<file path="config.mk">
export PLATFORM = sky130hd
export DESIGN_NAME = trap_controller
export DESIGN_NICKNAME = d
export VERILOG_FILES = /design/src/rtl/trap_controller.sv
export SDC_FILE = /design/constraint.sdc
export NUM_CORES = 1
export LEC_CHECK = 0
export CAP_MARGIN = 30
export CORE_UTILIZATION = 40
export DETAILED_ROUTE_END_ITERATION = 12
export PLACE_DENSITY = 0.86
export SLEW_MARGIN = 15
export SYNTH_ARGS = -nofsm -noshare
export SYNTH_HDL_FRONTEND = slang
export SYNTH_SLANG_ARGS = --single-unit
</file>
<file path="constraint.sdc">
create_clock -name clk -period 5.1 [get_ports clk]
set_clock_uncertainty 0.05 [all_clocks]
set_input_delay 1.275 -clock clk [delete_from_list [all_inputs] [get_ports clk]]
set_output_delay 1.275 -clock clk [all_outputs]
set_load 0.05 [all_outputs]
</file>
<file path="src/rtl/trap_controller.sv">
// M-mode trap entry/return sequencer: owns mepc/mcause/mtval/MIE/MPIE, kills and redirects.
// Optional macro TRAP_VECTORED_EN: interrupts vector to base + 4*cause when mtvec_i[1:0]==2'b01.
module trap_controller #(
  parameter logic [31:0] RESET_MTVEC = 32'h0000_0000,
  parameter int          XLEN        = 32
) (
  input  logic            clk,
  input  logic            rst_n,
  input  logic            valid_i,
  input  logic [XLEN-1:0] instr_i,
  input  logic [XLEN-1:0] pc_i,
  input  logic            illegal_i,
  input  logic [XLEN-1:0] mtvec_i,
  input  logic            mie_set_i,
  input  logic            mie_clr_i,
  input  logic            timer_irq_i,
  input  logic            ext_irq_i,
  output logic            kill_o,
  output logic            stall_o,
  output logic            redirect_o,
  output logic [XLEN-1:0] redirect_pc_o,
  output logic [XLEN-1:0] mepc_o,
  output logic [XLEN-1:0] mcause_o,
  output logic [XLEN-1:0] mtval_o,
  output logic            mstatus_mie_o,
  output logic            mstatus_mpie_o
);
  typedef enum logic [1:0] {IDLE, TRAP, RET} state_e;

  localparam logic [31:0] ECALL  = 32'h0000_0073;
  localparam logic [31:0] EBREAK = 32'h0010_0073;
  localparam logic [31:0] MRET   = 32'h3020_0073;

  state_e      state_q;
  logic [31:0] mepc_q, mcause_q, mtval_q;
  logic        mie_q, mpie_q;

  logic        trap_req, ret_req;
  logic [31:0] cause_d, tval_d;
  logic [31:0] base, target;

  // Interrupts are level-sensitive, so they simply wait here until a valid slot in IDLE.
  always_comb begin
    trap_req = 1'b0;
    ret_req  = 1'b0;
    cause_d  = 32'h0;
    tval_d   = 32'h0;
    if (state_q == IDLE && valid_i) begin
      if (ext_irq_i && mie_q) begin
        trap_req = 1'b1; cause_d = 32'h8000_000B;
      end else if (timer_irq_i && mie_q) begin
        trap_req = 1'b1; cause_d = 32'h8000_0007;
      end else if (illegal_i) begin
        trap_req = 1'b1; cause_d = 32'd2;  tval_d = instr_i;
      end else if (instr_i == EBREAK) begin
        trap_req = 1'b1; cause_d = 32'd3;  tval_d = pc_i;
      end else if (instr_i == ECALL) begin
        trap_req = 1'b1; cause_d = 32'd11;
      end else if (instr_i == MRET) begin
        ret_req = 1'b1;
      end
    end
  end

  always_ff @(posedge clk or negedge rst_n) begin
    if (!rst_n) begin
      state_q  <= IDLE;
      mepc_q   <= '0;
      mcause_q <= '0;
      mtval_q  <= '0;
      mie_q    <= 1'b0;
      mpie_q   <= 1'b0;
    end else begin
      case (state_q)
        IDLE: begin
          if (trap_req) begin
            state_q  <= TRAP;
            mepc_q   <= pc_i;
            mcause_q <= cause_d;
            mtval_q  <= tval_d;
            mpie_q   <= mie_q;
            mie_q    <= 1'b0;
          end else if (ret_req) begin
            state_q <= RET;
            mie_q   <= mpie_q;
            mpie_q  <= 1'b1;
          end else if (mie_clr_i) begin
            mie_q <= 1'b0;
          end else if (mie_set_i) begin
            mie_q <= 1'b1;
          end
        end
        default: state_q <= IDLE;
      endcase
    end
  end

  // An all-zero mtvec is treated as not wired up and falls back to the reset base.
  assign base = (mtvec_i == 32'h0) ? {RESET_MTVEC[31:2], 2'b00} : {mtvec_i[31:2], 2'b00};

`ifdef TRAP_VECTORED_EN
  assign target = (mtvec_i[1:0] == 2'b01 && mcause_q[31])
                ? base + {26'h0, mcause_q[3:0], 2'b00} : base;
`else
  assign target = base;
`endif

  assign kill_o         = trap_req | ret_req;
  assign stall_o        = (state_q != IDLE);
  assign redirect_o     = (state_q != IDLE);
  assign redirect_pc_o  = (state_q == TRAP) ? target :
                          (state_q == RET)  ? mepc_q : 32'h0;
  assign mepc_o         = mepc_q;
  assign mcause_o       = mcause_q;
  assign mtval_o        = mtval_q;
  assign mstatus_mie_o  = mie_q;
  assign mstatus_mpie_o = mpie_q;
endmodule

</file>
==> results of run 1 <==
[cell type report]
type                            instances  area share [%]
Inverter                                4           0.245
Tap cell                              111            2.27
Timing Repair Buffer                  215            35.1
Clock buffer                           12            2.70
Multi-Input combinational cell        204            28.2
Clock inverter                          4            1.59
Sequential cell                        73            29.8
[critical path: stages]
cell	delay (ns)
clkdlybuf4s50_1	0.48
nor4bb_1	0.46
nand4_1	0.38
nor4_4	0.49
o21ai_4	0.08
nand2_1	0.14
buf_12	0.15
[layout by cell type (no fill, tap or decap), types with 2 or more instances in the layout]
cell type / instances
and2_1: 4
mux2_2: 2
bufinv_16: 3
inv_1: 4
clkdlybuf4s50_1: 205
nand2b_1: 2
nor2b_2: 2
nor4_1: 5
o2bb2ai_1: 2
mux2_1: 60
clkbuf_8: 12
buf_4: 8
a22o_1: 62
nand2_1: 5
or3_1: 2
nand4_1: 2
buf_12: 2
dfrtp_1: 73
conb_1: 27
a21oi_1: 3
mux2_4: 3
nor2_1: 7
nor4bb_1: 2
[cell families after synthesis]
logic type | after synthesis
DFF | 73
buffers and inverters | 53
and+or+nand+nor | 39
AOI/OAI and AO/OA | 72
muxes | 66
other | 1
[report_power, final]
| group | leakage, nW | internal (mW) | switching, mW |
|---|---|---|---|
| combinational | 1.58 | 0.386 | 0.679 |
| sequential | 0.908 | 0.692 | 0.0823 |
| clock | 0.129 | 0.365 | 0.215 |
[layer usage]
metal	wire (um)	vias up	part of all wire (%)
met4	257	0	2.2
met1	4810	1648	41
met2	5890	161	50
li1	-	1495	-
met3	788	20	6.7
met5	0	-	0
[registers in the layout (all words and copies together) (netlist names)]
name            flops
mepc_o             32
mcause_o            5
mtval_o            32
mstatus_mie_o       1
mstatus_mpie_o      1
state_q             2
[path summary, 6_finish.rpt]
path | endpoint | slack, ns
min in group asynchronous | mepc_o[1]$_DFFE_PN0P_ | 0.82
max in group asynchronous | mtval_o[20]$_DFFE_PN0P_ | 3.60
worst max register to register | mepc_o[19]$_DFFE_PN0P_ | 2.64
worst min-delay path | mcause_o[1]$_DFFE_PN0P_ | 0.43
worst max-delay path | kill_o | 0.32
worst min register to register | mcause_o[1]$_DFFE_PN0P_ | 0.43
==> results_dict.tcl, run 1 <==
set metrics [dict create \
    slew_viol_final 0 \
    num_io_pins 237 \
    syn_avg_cell_area_um2 12.5 \
    ys_top_cells_by_count "dfrtp_1 (73), a22o_1 (62), mux2_1 (60)" \
    ys_types 34 \
    utilization_pct 66.6 \
    holdWs_ns 0.430 \
    grt_usage_pct 23.9 \
    grt_use_met2_pct 40.8 \
    hold_depth 1 \
    tritoncts "yes" \
    synth_edf_count 0 \
    min_period_over_period_pct 93.7 \
    drive_gt1_share_pct 7.03 \
    synth_top_family_by_area "multiplexers" \
    routed_wl_um 11700 \
    post_dp_cell_area_um2 5840 \
    fillers 681 \
    worst_pin_slew_ns 0.977 \
    synthAdderAreaFrac_pct 0 \
    required_ns 3.77 \
    dieArea_um2 9880 \
    power.density_nw_per_um2 395 \
    drv_cap 0 \
    yosysMostFrequentCell "dfrtp_1" \
    num_vias 3324 \
    setup_viol 0 \
    ant_nets 0 \
    crit_type "primary input to primary output" \
    period_minus_slack_ns 4.78 \
    hold_start "mcause_o[1]$_DFFE_PN0P_" \
    relSlewSlack_pct 34.9 \
    clkTransAtPathRegs_ns 0.08 \
    synthFlopType "dfrtp_1" \
    grt_busiest_layer "met2" \
    multi_input_area_um2 1730 \
    drcViolationCount 0 \
    synth_top_cell_by_area "dfrtp_1" \
    core-area_um2 9200 \
    finalWorstSetupSlack_ns 0.323 \
    cts-buffers-inserted 9 \
    report.final.hold_viol_count 0 \
    grt-ovfl-total 0 \
    ir_worst_vdd_v 0.000236 \
    cts_hold_buf 0 \
    synthMuxAreaShare_pct 19.8 \
    avgViaCountPerCell 5.34 \
    post-place-ws_ns 0.326 \
    synth_area_leaders "dfrtp_1 (48%), mux2_1 (18%), a22o_1 (14%)" \
    synthCells 304 \
    clock.fmax_mhz 209 \
    start_util_pct 41.3 \
    insertion_delay_ns 0.34 \
    die_x_um 99.4 \
    cp-end-kind "primary output" \
    dr.pass1.iters 4 \
    r2r-start "mstatus_mie_o$_DFFE_PN0P_" \
    cts_buffer_depth 2 \
    tns_ns 0 \
    grt_pass1_vias 3380 \
    post_cts_buffers 0 \
    design_area_um2 6130 \
    grtUsageMet3_pct 5.97 \
    gp_congestion 0.834 \
    fin_nets 611 \
    yosysSeqAreaShare_pct 48.1 \
    seq_area_um2 1830 \
    cts_root_buffer "clkbuf_8" \
    synthesis.area_um2 3790 \
    antenna_found_initial 0 \
    synthArstFlopShare_pct 100 \
    drt_iter0_markers 92 \
    htreeDepth 3 \
    post-place-cells 606 \
    grt_setup_unrepaired "false" \
    grt_pass1_wl_um 18100 \
    ys.warnings.count 0 \
    gr-usage-met1_pct 29.2 \
    leakagePower_nw 2.62 \
    synthSimpleGateAreaFrac_pct 6.36 \
    synth_xor_area_share_pct 0 \
    worstSetupStartpoint "instr_i[0]" \
    critical_path_peak_fanout 4 \
    hold_path.class "flip-flop to flip-flop" \
    cp_data_arrival_time_ns 3.45 \
    antennaDiodeCount 0 \
    grt_max_degree 74 \
    outcome "finished clean" \
    synth_top_area_share_pct 48.1 \
    synth-compound-area-share_pct 16.2 \
    r2r_cells 5 \
    critPathLaunchType "primary input" \
    cts.sinks 73 \
    cts_resized 0 \
    io_buffers 207 \
    dp_hpwl_um 8650 \
    syn_to_final_growth_pct 61.4 \
    die_y_um 99.4 \
    ys_ff_latch 73 \
    wl_per_cell_um 18.9 \
    finalPower_mw 2.42 \
    final_cells 623 \
    rows 35 \
]
Power figures use the tool's default switching activity.
==> inputs of run 2 (changes only) <==
- CORE_UTILIZATION: 40 -> 41
- CTS_BUF_LIST: not set -> sky130_fd_sc_hd__clkbuf_8
- PLACE_DENSITY: 0.86 -> 0.88
==> run 2 against run 1 <==
The run now ends with DRC left. Die area down 2.4%. Sequential cell count is the same. Clock-buffer cell count fell by 1. Largest cell class unchanged. Sequential share of layout area decreased by 0.12 points. Worst setup slack worse by 0.020 ns. Register-to-register slack better by 0.04 ns.
==> results_dict.tcl, run 2 (same netlist as run 1, synthesis figures left out) <==
set metrics [dict create \
    outcome "finished with violations" \
    violations "DRC" \
    seq_area_um2 1830 \
    tns_ns 0 \
    fin_nets 612 \
    r2r_cells 5 \
    grt_pass1_vias 3470 \
    worst_pin_slew_ns 0.930 \
    grt_setup_unrepaired "false" \
    crit_type "primary input to primary output" \
    grt_usage_pct 24.0 \
    report.final.hold_viol_count 0 \
    antenna_found_initial 0 \
    tritoncts "yes" \
    ir_worst_vdd_v 0.000219 \
    r2r-start "mstatus_mie_o$_DFFE_PN0P_" \
    required_ns 3.77 \
    setup_viol 0 \
    drive_gt1_share_pct 7.21 \
    hold_path.class "flip-flop to flip-flop" \
    multi_input_area_um2 1730 \
    core-area_um2 8850 \
    cts_buffer_depth 2 \
    finalWorstSetupSlack_ns 0.303 \
    power.density_nw_per_um2 399 \
    drt_iter0_markers 128 \
    utilization_pct 69.5 \
    grt_max_degree 74 \
    endpoint "kill_o" \
    dr.pass1.iters 12 \
    cts.sinks 73 \
    num_io_pins 237 \
    fillers 666 \
    worstSetupStartpoint "instr_i[0]" \
    rrSetupSlack_ns 2.68 \
    cts_hold_buf 0 \
    critical_path_peak_fanout 4 \
    num_vias 3292 \
    antennaDiodeCount 0 \
    rows 34 \
    drcViolationCount 15 \
    die_x_um 98.2 \
    ant_nets 0 \
    wl_per_cell_um 18.6 \
    grt-ovfl-total 0 \
    final_common_cell "clkdlybuf4s50_1" \
    cts_resized 0 \
    period_minus_slack_ns 4.80 \
    clkTransAtPathRegs_ns 0.08 \
    relSlewSlack_pct 38.0 \
    post_cts_buffers 0 \
    slew_viol_final 0 \
    routed_wl_um 11500 \
    leakagePower_nw 2.64 \
    cts_root_buffer "clkbuf_8" \
    die_y_um 98.2 \
    dieArea_um2 9640 \
    cp-end-kind "primary output" \
    min_period_over_period_pct 94.1 \
    clock.fmax_mhz 208 \
    cp_data_arrival_time_ns 3.47 \
    drv_cap 0 \
    insertion_delay_ns 0.33 \
    layout_common_cells "clkdlybuf4s50_1 (205), dfrtp_1 (73), a22o_1 (62)" \
    avgViaCountPerCell 5.30 \
    reg2reg_to "mtval_o[14]$_DFFE_PN0P_" \
    dp_hpwl_um 8510 \
    start_util_pct 42.9 \
    htreeDepth 3 \
    cts-buffers-inserted 9 \
    io_buffers 207 \
    critPathLaunchType "primary input" \
    gp_congestion 0.782 \
    syn_to_final_growth_pct 62.1 \
    holdWs_ns 0.430 \
    post-place-ws_ns 0.337 \
    grt_pass1_wl_um 17800 \
]
## run 2: cell types whose count changed in the layout (fill, tap and decap cells not counted)
cell        previous run  this run
buf_12                 2         1
buf_16                 0         1
buf_4                  8         9
bufinv_16              3         4
clkbuf_8              12        11
clkinv_2               0         1
clkinvlp_4             1         0
## run 2: critical path, cell delays in order
cell,delay [ns]
clkdlybuf4s50_1,0.49
nor4bb_1,0.50
nand4_1,0.36
nor4_4,0.50
o21ai_4,0.08
nand2_1,0.13
buf_12,0.14
## run 2: power breakdown
| group | leakage, nW | internal [mW] | switching (mW) |
|---|---|---|---|
| Combinational | 1.59 | 0.387 | 0.679 |
| Sequential | 0.908 | 0.692 | 0.0810 |
| Clock | 0.140 | 0.401 | 0.214 |
| Total | 2.64 | 1.48 | 0.974 |
## run 2: how the worst min path moves through the flow
stage	end	cells after the start	from
after global placement	mcause_o[1]$_DFFE_PN0P_	1	mcause_o[1]$_DFFE_PN0P_
after floorplan	mcause_o[31]$_DFFE_PN0P_	3	state_q[1]$_DFFE_PN0P_
after CTS	mcause_o[1]$_DFFE_PN0P_	1	mcause_o[1]$_DFFE_PN0P_
after global routing	mcause_o[1]$_DFFE_PN0P_	1	mcause_o[1]$_DFFE_PN0P_
after detailed placement	mcause_o[1]$_DFFE_PN0P_	1	mcause_o[1]$_DFFE_PN0P_
final	mcause_o[1]$_DFFE_PN0P_	1	mcause_o[1]$_DFFE_PN0P_
## run 2: final cells by class
| class | count | share of cell area (%) |
|---|---|---|
| clock buffer | 11 | 2.46 |
| timing repair buffer | 216 | 35.2 |
| inverter | 4 | 0.244 |
| tap | 108 | 2.20 |
| sequential | 73 | 29.7 |
| multi-input combinational | 204 | 28.1 |
| clock inverter | 5 | 2.03 |
## run 2: metrics by stage
| stage | instance area [um2] | instances | power, mW |
|---|---|---|---|
| final | 6150 | 621 | 2.45 |
| after global routing | 6150 | 621 | 2.55 |
| after CTS | 6120 | 620 | 2.47 |
| after detailed placement | 5850 | 604 | 1.85 |
| after global placement | 5850 | 604 | 1.83 |
| after floorplan | 3890 | 330 | 1.45 |
## run 2: routing by layer
layer / part of all wire, % / GRT usage (%) / vias to the layer above
met1: 40 / 27.9 / 1639
met4: 1.2 / 6.66 / 0
met5: 0 / 0 / -
li1: - / - / 1491
met2: 53 / 44.4 / 150
met3: 5.6 / 5.01 / 12
